--- src/rtl/fifo_stream_adapter_if.sv ---
// Handshake bundle between the async-FIFO read port, the adapter and the downstream stream.
// The master modport is the adapter side; the slave modport is the FIFO/stream environment side.
interface fifo_stream_adapter_if #(
    parameter int WIDTH = 8,
    parameter int CNT_W = 16
);
    logic             fifo_empty;
    logic [WIDTH-1:0] fifo_rd_data;
    logic             fifo_rd_en;
    logic             flush;
    logic             m_valid;
    logic             m_ready;
    logic [WIDTH-1:0] m_data;
    logic [1:0]       occ;
    logic [CNT_W-1:0] beat_cnt;

    modport master (
        input  fifo_empty, fifo_rd_data, flush, m_ready,
        output fifo_rd_en, m_valid, m_data, occ, beat_cnt
    );

    modport slave (
        output fifo_empty, fifo_rd_data, flush, m_ready,
        input  fifo_rd_en, m_valid, m_data, occ, beat_cnt
    );
endinterface

--- src/rtl/fifo_stream_adapter.sv ---
// Turns a pop/empty async-FIFO read port into a valid/ready stream through a 3-entry skid buffer.
// Latency: m_valid two rd_clk edges after fifo_empty falls, then 1 beat/cycle.
// Backpressure: m_ready low holds m_data; pops stop once three words are stored or in flight.
module fifo_stream_adapter #(
    parameter int WIDTH = 8,
    parameter int CNT_W = 16
) (
    input  logic                  rd_clk,
    input  logic                  rd_rst_n,
    fifo_stream_adapter_if.master bus
);
    logic [WIDTH-1:0] mem [3];
    logic [1:0]       head;
    logic [1:0]       tail;
    logic [1:0]       stored;
    logic             rd_pend;
    logic             rst_done;
    logic             wr;
    logic             acc;
    logic [1:0]       stored_nxt;
    logic             rd_pend_nxt;

    function automatic logic [1:0] inc3(input logic [1:0] idx);
        return (idx == 2'd2) ? 2'd0 : idx + 2'd1;
    endfunction

    // rst_done keeps the first pop off until the first edge after reset release.
    assign bus.fifo_rd_en = rst_done && !bus.fifo_empty && !bus.flush &&
                            (({1'b0, stored} + {2'b00, rd_pend}) < 3'd3);
    assign wr          = rd_pend && !bus.flush;
    assign acc         = bus.m_valid && bus.m_ready && !bus.flush;
    assign bus.m_valid = (stored != 2'd0);
    assign bus.m_data  = mem[head];

    always_comb begin
        stored_nxt  = stored;
        rd_pend_nxt = bus.fifo_rd_en;
        if (bus.flush) begin
            stored_nxt = 2'd0;
        end else begin
            case ({wr, acc})
                2'b10:   stored_nxt = stored + 2'd1;
                2'b01:   stored_nxt = stored - 2'd1;
                default: stored_nxt = stored;
            endcase
        end
    end

    always_ff @(posedge rd_clk or negedge rd_rst_n) begin
        if (!rd_rst_n) begin
            head         <= 2'd0;
            tail         <= 2'd0;
            stored       <= 2'd0;
            rd_pend      <= 1'b0;
            rst_done     <= 1'b0;
            bus.occ      <= 2'd0;
            bus.beat_cnt <= '0;
            for (int i = 0; i < 3; i++) begin
                mem[i] <= '0;
            end
        end else begin
            rst_done <= 1'b1;
            stored   <= stored_nxt;
            rd_pend  <= rd_pend_nxt;
            bus.occ  <= stored_nxt + {1'b0, rd_pend_nxt};
            if (bus.flush) begin
                head <= 2'd0;
                tail <= 2'd0;
            end else begin
                if (wr) begin
                    mem[tail] <= bus.fifo_rd_data;
                    tail      <= inc3(tail);
                end
                if (acc) begin
                    head         <= inc3(head);
                    bus.beat_cnt <= bus.beat_cnt + 1'b1;
                end
            end
        end
    end

    wr_no_overflow: assert property (@(posedge rd_clk) disable iff (!rd_rst_n)
        !(wr && stored == 2'd3));
endmodule
--- src/flat_wrapper.sv ---
// flat-port wrapper written by rule: the top's interface ports become plain ports
module fifo_stream_adapter_flat 
#(
    parameter int WIDTH = 8,
    parameter int CNT_W = 16
)
  (rd_clk, rd_rst_n, bus_fifo_empty, bus_fifo_rd_data, bus_flush, bus_m_ready, bus_fifo_rd_en, bus_m_valid, bus_m_data, bus_occ, bus_beat_cnt);
  fifo_stream_adapter_if #(.WIDTH(WIDTH), .CNT_W(CNT_W)) bus_i ();
  input  logic rd_clk;
  input  logic rd_rst_n;
  input wire logic [$bits(bus_i.fifo_empty)-1:0] bus_fifo_empty;
  input wire logic [$bits(bus_i.fifo_rd_data)-1:0] bus_fifo_rd_data;
  input wire logic [$bits(bus_i.flush)-1:0] bus_flush;
  input wire logic [$bits(bus_i.m_ready)-1:0] bus_m_ready;
  output wire logic [$bits(bus_i.fifo_rd_en)-1:0] bus_fifo_rd_en;
  output wire logic [$bits(bus_i.m_valid)-1:0] bus_m_valid;
  output wire logic [$bits(bus_i.m_data)-1:0] bus_m_data;
  output wire logic [$bits(bus_i.occ)-1:0] bus_occ;
  output wire logic [$bits(bus_i.beat_cnt)-1:0] bus_beat_cnt;
  assign bus_i.fifo_empty = bus_fifo_empty;
  assign bus_i.fifo_rd_data = bus_fifo_rd_data;
  assign bus_i.flush = bus_flush;
  assign bus_i.m_ready = bus_m_ready;
  assign bus_fifo_rd_en = bus_i.fifo_rd_en;
  assign bus_m_valid = bus_i.m_valid;
  assign bus_m_data = bus_i.m_data;
  assign bus_occ = bus_i.occ;
  assign bus_beat_cnt = bus_i.beat_cnt;
  fifo_stream_adapter #(.WIDTH(WIDTH), .CNT_W(CNT_W)) u_core (.rd_clk(rd_clk), .rd_rst_n(rd_rst_n), .bus(bus_i));
endmodule
--- config.mk ---
export PLATFORM = sky130hd
export DESIGN_NAME = fifo_stream_adapter_flat
export DESIGN_NICKNAME = d
export VERILOG_FILES = /design/src/rtl/fifo_stream_adapter_if.sv /design/src/rtl/fifo_stream_adapter.sv /design/src/flat_wrapper.sv
export SDC_FILE = /design/constraint.sdc
export NUM_CORES = 1
export LEC_CHECK = 0
export BUFFER_PORTS_ARGS = -buffer_cell sky130_fd_sc_hd__buf_4
export CORE_UTILIZATION = 30
export DETAILED_ROUTE_END_ITERATION = 16
export GPL_ROUTABILITY_DRIVEN = 0
export PLACE_DENSITY_LB_ADDON = 0.12
export SLEW_MARGIN = 20
export SYNTH_ARGS = -nofsm -noshare
export SYNTH_HDL_FRONTEND = slang
export SYNTH_SLANG_ARGS = --single-unit
--- constraint.sdc ---
create_clock -name rd_clk -period 2.8 [get_ports rd_clk]
set_clock_uncertainty 0.15 [all_clocks]
set_input_delay 0.42 -clock rd_clk [delete_from_list [all_inputs] [get_ports rd_clk]]
set_output_delay 0.42 -clock rd_clk [all_outputs]
set_load 0.01 [all_outputs]
== Word-level counts from Yosys, hierarchy flattened ==
Index checks and enable logic that the tools add are counted.

* $lt $le $gt $ge: 4
* Eq/ne operators: 4
* Reductions and logical operators: 14
* Multipliers: 0
* $add $sub $neg: 7
* Shift-type cells: 0
* Divide/modulo/power cells: 0
* Bitwise gates (word level): 3
* Muxes and demuxes: 14

{| class="wikitable"
|+ Operator list
! operator !! number
|-
| 24-bit bitwise mux || 1
|-
| 8-bit 2-to-1 mux || 3
|-
| 16-bit by 1-bit adder with 16-bit output (second input constant) || 1
|-
| 8-bit binary-select mux with 2-bit select || 1
|-
| 8-bit demux with 2-bit select || 1
|-
| 2-bit 2-to-1 mux || 7
|-
| 1-bit logical AND || 7
|-
| 2-bit by 1-bit adder with 2-bit output (second input constant) || 3
|-
| 2-bit == test (second input constant) || 3
|-
| 3-bit >= comparator (second input constant) || 2
|-
| 2-bit NOT with 3-bit output || 2
|-
| 2-bit nonzero test || 3
|-
| 2-bit one-hot mux with 2 select lines || 1
|-
| 2-bit AND reduction || 2
|-
| 2-bit by 1-bit adder with 3-bit output || 1
|-
| 3-bit by 1-bit less-than comparator with 1-bit output (second input constant) || 1
|-
| 3-bit by 2-bit less-than comparator with 1-bit output (second input constant) || 1
|-
| 2-bit by 1-bit adder with 2-bit output || 1
|-
| 2-bit by 1-bit == test with 1-bit output (second input constant) || 1
|-
| 1-bit zero test || 2
|-
| 2-bit by 1-bit subtractor with 2-bit output (second input constant) || 1
|-
| 1-bit NOT || 1
|}

* Memories kept: 0
* Bits in read-only memories: 0
* Latch bits: 0
* Bits of input ports: 13
* Output and inout port bits: 28
* Word-level logic and storage cells: 56
* RAM bits: 0
* Flip-flop bits (word level): 50

== Depth between registers and ports, before layout ==
Gate-level depths: netlist (run 1).

* Depth after elaboration: 7
* Gate-level depth with buffers: 7
* Depth with buffers taken out: 7

== Worst setup path before layout (run 1) ==
Ideal clock, no wire load.

* Path kind: register to register
* From: register u_core.stored[0]
* To: register u_core.bus.occ[1]
* Arrival time: 1995 ps
* Cell stages (with the launch flop): 7
* Required time: 2571 ps
* Library setup time: 79 ps
* Path buffers: 0
* Slack: 575 ps
* Clock period less this slack: 2225 ps
* Cells stage by stage: dfrtp_1 > ha_1 > ha_1 > or4b_2 > a21oi_1 > ha_1 > xor2_1

* Elaborated cells between the ends (all ways): 13
* Classes of those cells: add/sub: 4; order compare: 1; eq/ne: 2; mux: 2; reduce/logical: 4

{| class="wikitable"
|+ RTL lines
! what !! RTL line !! text
|-
| start: declaration || fifo_stream_adapter.sv:15 || <nowiki>logic [1:0] stored;</nowiki>
|-
| start signal: assignment || fifo_stream_adapter.sv:63 || <nowiki>stored <= stored_nxt;</nowiki>
|-
| 2-bit by 1-bit adder with 3-bit output || fifo_stream_adapter.sv:29 || <nowiki>(({1'b0, stored} + {2'b00, rd_pend}) < 3'd3);</nowiki>
|-
| 3-bit by 2-bit less-than comparator with 1-bit output || fifo_stream_adapter.sv:29 ||
|-
| 1-bit logical AND || fifo_stream_adapter.sv:28 || <nowiki>assign bus.fifo_rd_en = rst_done && !bus.fifo_empty && !bus.flush &&</nowiki>
|-
| via bus_fifo_rd_en || flat_wrapper.sv:15 || <nowiki>output wire logic [$bits(bus_i.fifo_rd_en)-1:0] bus_fifo_rd_en;</nowiki>
|-
| 2-bit by 1-bit adder with 2-bit output || fifo_stream_adapter.sv:65 || <nowiki>bus.occ <= stored_nxt + {1'b0, rd_pend_nxt};</nowiki>
|-
| end signal: assignment || fifo_stream_adapter.sv:65 ||
|-
| end: declaration || fifo_stream_adapter_if.sv:19 || <nowiki>output fifo_rd_en, m_valid, m_data, occ, beat_cnt</nowiki>
|}

The timed path passes the listed nets, and every way through them passes these cells.
A chain may end at the register's enable or synchronous reset.

== Worst setup path after layout (run 1) ==
* From: register u_core.stored[0]
* To: output bus_fifo_rd_en

* Cells in the longest elaborated chain, start to end: 3

{| class="wikitable"
|+ Ends and longest elaborated chain
! what !! RTL line
|-
| 2-bit by 1-bit adder with 3-bit output || fifo_stream_adapter.sv:29
|-
| 3-bit by 2-bit less-than comparator with 1-bit output || fifo_stream_adapter.sv:29
|-
| 1-bit logical AND || fifo_stream_adapter.sv:28
|-
| end: declaration || flat_wrapper.sv:15
|}

Every way passes these cells.

==> results of run 1 <==
[metrics by stage]
stage          instance area [µm²]  cells  setup WS (ns)
2_1_floorplan                 2260    180          0.575
3_3_place_gp                  2670    316          0.440
3_5_place_dp                  2670    316          0.427
4_1_cts                       2810    324         0.0770
5_1_grt                       2820    324         0.0759
6_report                      2820    324          0.178
[cells in the final DEF, fill, tap and decap left out, types with 8 or more instances in the layout]
| master | n |
|---|---|
| sky130_fd_sc_hd__buf_4 | 42 |
| sky130_fd_sc_hd__nand2_1 | 15 |
| sky130_fd_sc_hd__mux2_2 | 26 |
| sky130_fd_sc_hd__xnor2_1 | 12 |
| sky130_fd_sc_hd__mux2i_1 | 9 |
| sky130_fd_sc_hd__nor2_1 | 10 |
| sky130_fd_sc_hd__dfrtp_1 | 50 |
| sky130_fd_sc_hd__o21ai_0 | 8 |
[cells by family after synthesis]
family / after synthesis / share of synthesized area, %
and+or+nand+nor: 52 / 13.4
xor gates and xnor gates: 18 / 6.98
DFF: 50 / 55.4
muxes: 35 / 17.0
AOI/OAI and AO/OA: 13 / 3.05
buffers and inverters: 6 / 1.27
other: 1 / 0.166
adders and majority gates: 5 / 2.77
[where the power goes]
| part | internal, mW | switching, mW | total (mW) |
|---|---|---|---|
| clock network | 0.381 | 0.238 | 0.619 |
| logic | 0.140 | 0.107 | 0.248 |
| registers | 0.788 | 0.0450 | 0.833 |
| total | 1.31 | 0.390 | 1.70 |
[flip-flops by register name (all words and copies together), names as in the netlist]
register	count
u_core.head	2
u_core.tail	2
u_core.rst_done	1
u_core.stored	2
u_core.mem	24
u_core.bus.beat_cnt	16
u_core.bus.occ	2
u_core.rd_pend	1
[layout make-up]
| class | count | area (µm²) |
|---|---|---|
| tap | 99 | 124 |
| timing repair buffer | 42 | 315 |
| clock buffer | 6 | 82.6 |
| clock inverter | 2 | 60.1 |
| inverter | 1 | 3.75 |
| sequential | 50 | 1250 |
| fill | 711 | 4440 |
| multi-input combinational | 124 | 981 |
[worst max-delay path, cell delays in order (launching register included)]
cell	delay [ns]
sky130_fd_sc_hd__dfrtp_1	0.45
sky130_fd_sc_hd__ha_1	0.21
sky130_fd_sc_hd__ha_1	0.17
sky130_fd_sc_hd__or4b_2	0.61
sky130_fd_sc_hd__a21oi_2	0.17
sky130_fd_sc_hd__buf_4	0.15
[timing repair]
item / CTS / global route
setup endpoints to repair: 0 / 1
endpoints found under the hold margin: 0 / 0
buffers inserted: 0 / 0
gates resized for setup: 0 / 1
[worst paths after layout]
kind / start / endpoint / slack [ns]
setup / recovery: u_core.stored[0]$_DFF_PN0_ / bus_fifo_rd_en / 0.18
hold / removal: rd_rst_n / u_core.bus.beat_cnt[5]$_DFFE_PN0P_ / -0.004
setup reg to reg: u_core.stored[0]$_DFF_PN0_ / u_core.bus.occ[1]$_DFF_PN0_ / 0.59
hold reg to reg: u_core.bus.beat_cnt[15]$_DFFE_PN0P_ / u_core.bus.beat_cnt[15]$_DFFE_PN0P_ / 0.33
max in group asynchronous: rd_rst_n / u_core.mem[2]$_DFFE_PN0P_ / 2.08
min in group rd_clk: bus_fifo_rd_data[4] / u_core.mem[20]$_DFFE_PN0P_ / 0.21
[per-layer routing]
layer | share of wire (%) | wire length [µm] | up-vias | global-route usage [%]
li1 | - | - | 708 | -
met1 | 51 | 2230 | 725 | 17.9
met2 | 44 | 1920 | 25 | 18.2
met3 | 3.8 | 168 | 6 | 3.17
met4 | 1.2 | 53 | 0 | 3.96
met5 | 0 | 0 | - | 0
==> summary by stage, run 1 <==
Power and ir drop
Power spread over the standard cell area amounts to 603 nW/µm². The worst voltage drop across the vdd grid is 279 µV. The overall power after layout is 1.70 mW. The leakage power summed over all cells is 1.30 nW.

Final layout
The layout overhead on the synthesized area is 24.8%. The total number of nets in the final design is 242. The fraction of final layout cells sized beyond drive strength 1 is 37.8%. The final core utilization is 38.8%. 0 antenna diodes ended up in the layout.

Clocking
The maximum count of clock buffers along a single path is 2. Buffers inserted during clock tree synthesis total 5. The number of H-tree branching levels is 2.

TritonCTS built the clock tree. Clock-pin slew was measured on the worst setup and hold paths at 0.09 ns. The clock drives 50 sinks. CTS placed an instance of sky130_fd_sc_hd__clkbuf_8 at the clock tree root. After clock tree synthesis, the flow added hold-fix buffers numbering 0. The latest clock arrival within the worst-skew pair is 0.30 ns.

STA
The max-slew violation count is 0. The routed design could run at a clock period as short as 2.62 ns. For the pin with the worst max-slew slack, the measured transition is 0.646 ns. The final number of setup-violating endpoints is 0. Setup repair after global routing left no endpoint under its margin. The minimum hold slack is -0.00449 ns.

The max-slew headroom at the worst pin is 56.9%. After routing, the total negative slack on setup checks comes to 0 ns. The number of failing hold endpoints at the final stage is 6.

Dividing the final minimum period by the clock period gives 93.7%. Timing would allow up to 0.381 GHz.

Yosys
The cell type with the highest aggregate area in the netlist is sky130_fd_sc_hd__dfrtp_1. After synthesis, the largest area contributor takes up 55.4% of total cell area. In this run, distinct cell masters in the synthesized netlist total 31.

The most common cell in the synthesized netlist is sky130_fd_sc_hd__dfrtp_1. The number of flops mapped to enable cells by yosys is 0. By area the synthesized netlist is led by sky130_fd_sc_hd__dfrtp_1, sky130_fd_sc_hd__mux2_2, sky130_fd_sc_hd__xnor2_1.

The synthesized netlist net count is 198. The cell area that synthesis handed to floorplanning was 2260 µm². The main flop type after synthesis is sky130_fd_sc_hd__dfrtp_1. Counting instances in the post-synthesis netlist gives the leading cell types as sky130_fd_sc_hd__dfrtp_1, sky130_fd_sc_hd__mux2_2, sky130_fd_sc_hd__nand2_1. After technology mapping, the gate count stands at 180. The Yosys step of the flow raised 0 warnings. The share of async-settable or async-resettable flops after synthesis is 100%.

The synthesized area per cell is 12.5 µm². The synthesized design contains 50 register bits. The sequential element share of the synthesized area is 55.4%.

Drt
The detail route stage leaves a number of antenna-violating nets equal to 0. In the routed design, unresolved DRC markers number 0. Summed over all layers, the routed wires come to 4370 µm. After detailed routing, the average wire length per cell comes to 13.5 µm.

The vias after detailed routing is 1464. For this run, the detailed router's first-pass iteration total came to 4. For this block, the initial DRC count from the detailed router was 47. The vias per cell is 4.52.

Critical path
The critical path is of the flop to primary output type. The number of cells on the worst reg-to-reg path is 6. STA puts the critical path data arrival time at 2.05 ns. The maximum net fanout on the critical path is 5. The critical path data required time is 2.23 ns. The startpoint class of the critical path is a flop. The endpoint type of the worst setup path is a primary output.

Die
The die is 88.7 µm wide. From bottom edge to top edge, the die measures 88.7 µm. The core region area is 7250 µm².

The I/O pin count is 41. For this configuration, the core starts out at a cell density of 31.1%. The die covers 7870 µm². The initialized floorplan defines 31 standard-cell rows.

Global routing
The wire length of the first global-routing pass is 7290 µm. The number of global-route vias before repair is 1420. The pin count of the biggest net entering global routing is 51. Global routing finished with a remaining overflow of 0. The initial antenna violation count is 0. The overall routing resource usage is 12.4%.

Place
The number of I/O port buffers is 40. The wire-length estimate of the detail-placed layout is 2940 µm.

Run
The max-cap check violation count is 0.

Outcome
The checks that failed: negative hold slack. The flow ran to the end, but the final reports show violations.

Min path
The min-delay analysis places its worst path in the category primary input to asynchronous set/reset pin.
Note: power is estimated with default switching activity, not from simulation.
==> inputs of run 2 (changes only) <==
RECOVER_POWER = 50   (was default)
==> summary by stage, run 2 (synthesis results as in run 1) <==
Power and ir drop
The worst voltage drop across the vdd grid is 267 µV (was 279 µV). The leakage power summed over all cells is 1.26 nW (was 1.30 nW). The ratio of total power to cell area is 609 nW/µm² (was 603 nW/µm²).

Critical path
The maximum net fanout on the critical path is 5 (unchanged). The slowest library cell on the worst path is sky130_fd_sc_hd__or4b_2 (unchanged). Cells traversed along the worst timing path: ha_1 > ha_1 > or4b_2 > a21oi_2 > buf_4 (unchanged).

The kind of critical path is flop to primary output (unchanged). The startpoint class of the critical path is a flop (unchanged). The worst path buffer plus inverter count is 1 (unchanged).

The critical path data arrival time is 2.05 ns (about the same). The endpoint type of the worst setup path is a primary output (unchanged). The kind of cell with the highest combined delay on the critical path is simple AND/OR/NAND/NOR gates (unchanged). The critical path data required time is 2.23 ns (about the same). The most used cell along the critical path is sky130_fd_sc_hd__ha_1 (unchanged). The delay of the slowest cell on the worst path was 0.61 ns (about the same).

Global routing
The number of global-route vias before repair is 1420 (unchanged). The pin count of the biggest net entering global routing is 51 (unchanged). The leftover overflow at the end of global routing is 0 (unchanged). The overall routing resource usage is 12.4% (unchanged). The initial antenna violation count is 0 (unchanged). The wire length of the first global-routing pass is 7290 µm (unchanged).

Clocking
The number of clock buffers inserted by TritonCTS is 5 (unchanged). The count of cells resized by post-cts repair is 0 (unchanged). The buffer type at the clock tree root is sky130_fd_sc_hd__clkbuf_8 (unchanged).

The number of buffers inserted to repair setup after CTS is 0 (unchanged). The latest clock arrival within the worst-skew pair is 0.30 ns (about the same). The clock transition at the registers of the reported paths is 0.10 ns (was 0.09 ns). The number of H-tree branching levels came to 2 (unchanged). The maximum count of clock buffers along a single path is 2 (unchanged).

The hold buffer count at CTS is 0 (unchanged). The CTS tree is done (unchanged). The TritonCTS sink count is 50 (unchanged).

Outcome
Run status: completed (was complete, but fails checks).

STA
Unrepaired setup endpoints after global routing: no (unchanged). The max-slew violation count is 0 (unchanged). The final number of setup-violating endpoints is 0 (unchanged).

The max-slew headroom at the worst pin was 15.5% (was 56.9%). The maximum clock frequency is 0.381 GHz (about the same). The minimum hold slack is 0.212 ns (was -0.00449 ns). The accumulated negative setup slack was 0 ns (unchanged). The period utilization is 93.7% (about the same). The post-layout minimum cycle time is 2.62 ns (about the same). The setup slack of the critical path after layout is 0.177 ns (was 0.178 ns). The number of failing hold endpoints at the final stage is 0 (was 6). The slew at the pin closest to its max-slew limit is 1.27 ns (was 0.646 ns).

Place
The number of I/O port buffers was 40 (unchanged). The worst slack at placement is 0.427 ns (unchanged). The post-placement cell count is 316 (unchanged). The half-perimeter wire length after placement is 2940 µm (unchanged).

Final layout
The largest register by flop count was u_core.mem (unchanged). Commonest non-fill, non-tap cells in the layout: sky130_fd_sc_hd__dfrtp_1, sky130_fd_sc_hd__buf_4, sky130_fd_sc_hd__mux2_2 (unchanged). The most frequent standard cell in the layout excluding fill and tap cells is sky130_fd_sc_hd__dfrtp_1 (unchanged). The layout overhead on the synthesized area is 23.2% (was 24.8%).

The total number of nets in the final design is 242 (unchanged). The number of flip-flops in the largest register is 24 (unchanged). The antenna cell count was 0 (unchanged). The fraction of final layout cells sized beyond drive strength 1 is 33.8% (was 37.8%). The final standard cell count with taps included and fillers excluded is 324 (unchanged). Registers with the highest flip-flop counts: u_core.mem (24), u_core.bus.beat_cnt (16) (unchanged).

Die
The core region area was 7250 µm² (unchanged). The effective utilization at floorplan was 31.1% (unchanged). The width of the die came to 88.7 µm (unchanged). The I/O pin count is 41 (unchanged). The vertical extent of the die is 88.7 µm (unchanged). The floorplan die area is 7870 µm² (unchanged).

The number of rows in the core area came to 31 (unchanged).

Drt
The DRC violations left is 0 (unchanged). The vias after detailed routing is 1462 (was 1464). The final wirelength is 4360 µm (was 4370 µm). The violation count after the first detailed-routing iteration was 50 (was 47). The number of routed nets with antenna violations is 0 (unchanged). The wire length per cell after detailed routing was 13.5 µm (about the same). The number of iterations in the first detailed-routing pass is 4 (unchanged). The vias per cell is 4.51 (was 4.52).

Run
The max-cap check violation count is 0 (unchanged).

Min path
The type of the most critical hold path is primary input to flop (was primary input to asynchronous set/reset pin).
[run 2: cell count changes in the layout (fill, tap and decap cells not counted), sizes merged]
cell / delta
buf: -10
clkbuf: +10
[run 2: stage by stage]
stage	utilization [%]	area, µm²	power (mW)
4_1_cts	38.8	2810	1.73
3_5_place_dp	36.8	2670	1.10
6_report	38.3	2780	1.69
3_3_place_gp	36.8	2670	1.10
2_1_floorplan	-	2260	0.973
5_1_grt	38.3	2780	1.79
[run 2: area by class of cell]
class,instances,area [µm²]
fill,719,4470
sequential,50,1250
multi-input combinational,124,981
timing repair buffer,42,279
tap,99,124
clock buffer,6,82.6
clock inverter,2,60.1
inverter,1,3.75
[run 2: worst register-to-register path, delay by kind of cell (launching register included)]
| family | cells | cell delay, ns |
|---|---|---|
| and+or+nand+nor | 2 | 0.30 |
| xor gates and xnor gates | 1 | 0.15 |
| DFF | 1 | 0.43 |
| adders and majority gates | 1 | 0.35 |
| AOI/OAI and AO/OA | 1 | 0.35 |
| muxes | 1 | 0.37 |
[run 2: power breakdown]
group / internal (mW) / total [mW] / leakage [nW] / switching [mW]
sequential: 0.788 / 0.833 / 0.671 / 0.0448
combinational: 0.135 / 0.242 / 0.522 / 0.107
clock: 0.381 / 0.619 / 0.0714 / 0.238
[run 2: final timing paths]
path / cells past startpoint / slack, ns / startpoint / endpoint
hold / removal: 2 / 0.21 / bus_fifo_rd_data[4] / u_core.mem[20]$_DFFE_PN0P_
max in group asynchronous: 1 / 1.50 / rd_rst_n / u_core.mem[2]$_DFFE_PN0P_
setup reg to reg: 6 / 0.59 / u_core.stored[1]$_DFF_PN0_ / u_core.bus.occ[1]$_DFF_PN0_
min in group asynchronous: 1 / 0.24 / rd_rst_n / u_core.bus.beat_cnt[5]$_DFFE_PN0P_
setup / recovery: 5 / 0.18 / u_core.stored[0]$_DFF_PN0_ / bus_fifo_rd_en
hold reg to reg: 1 / 0.33 / u_core.bus.beat_cnt[15]$_DFFE_PN0P_ / u_core.bus.beat_cnt[15]$_DFFE_PN0P_
[run 2: per-layer routing]
| metal | wire (µm) | GRT usage [%] | vias up | part of all wire, % |
|---|---|---|---|---|
| met3 | 163 | 3.17 | 6 | 3.7 |
| met5 | 0 | 0 | - | 0 |
| met2 | 1920 | 18.2 | 25 | 44 |
| met1 | 2220 | 17.9 | 724 | 51 |
| met4 | 53 | 3.96 | 0 | 1.2 |
| li1 | - | - | 707 | - |
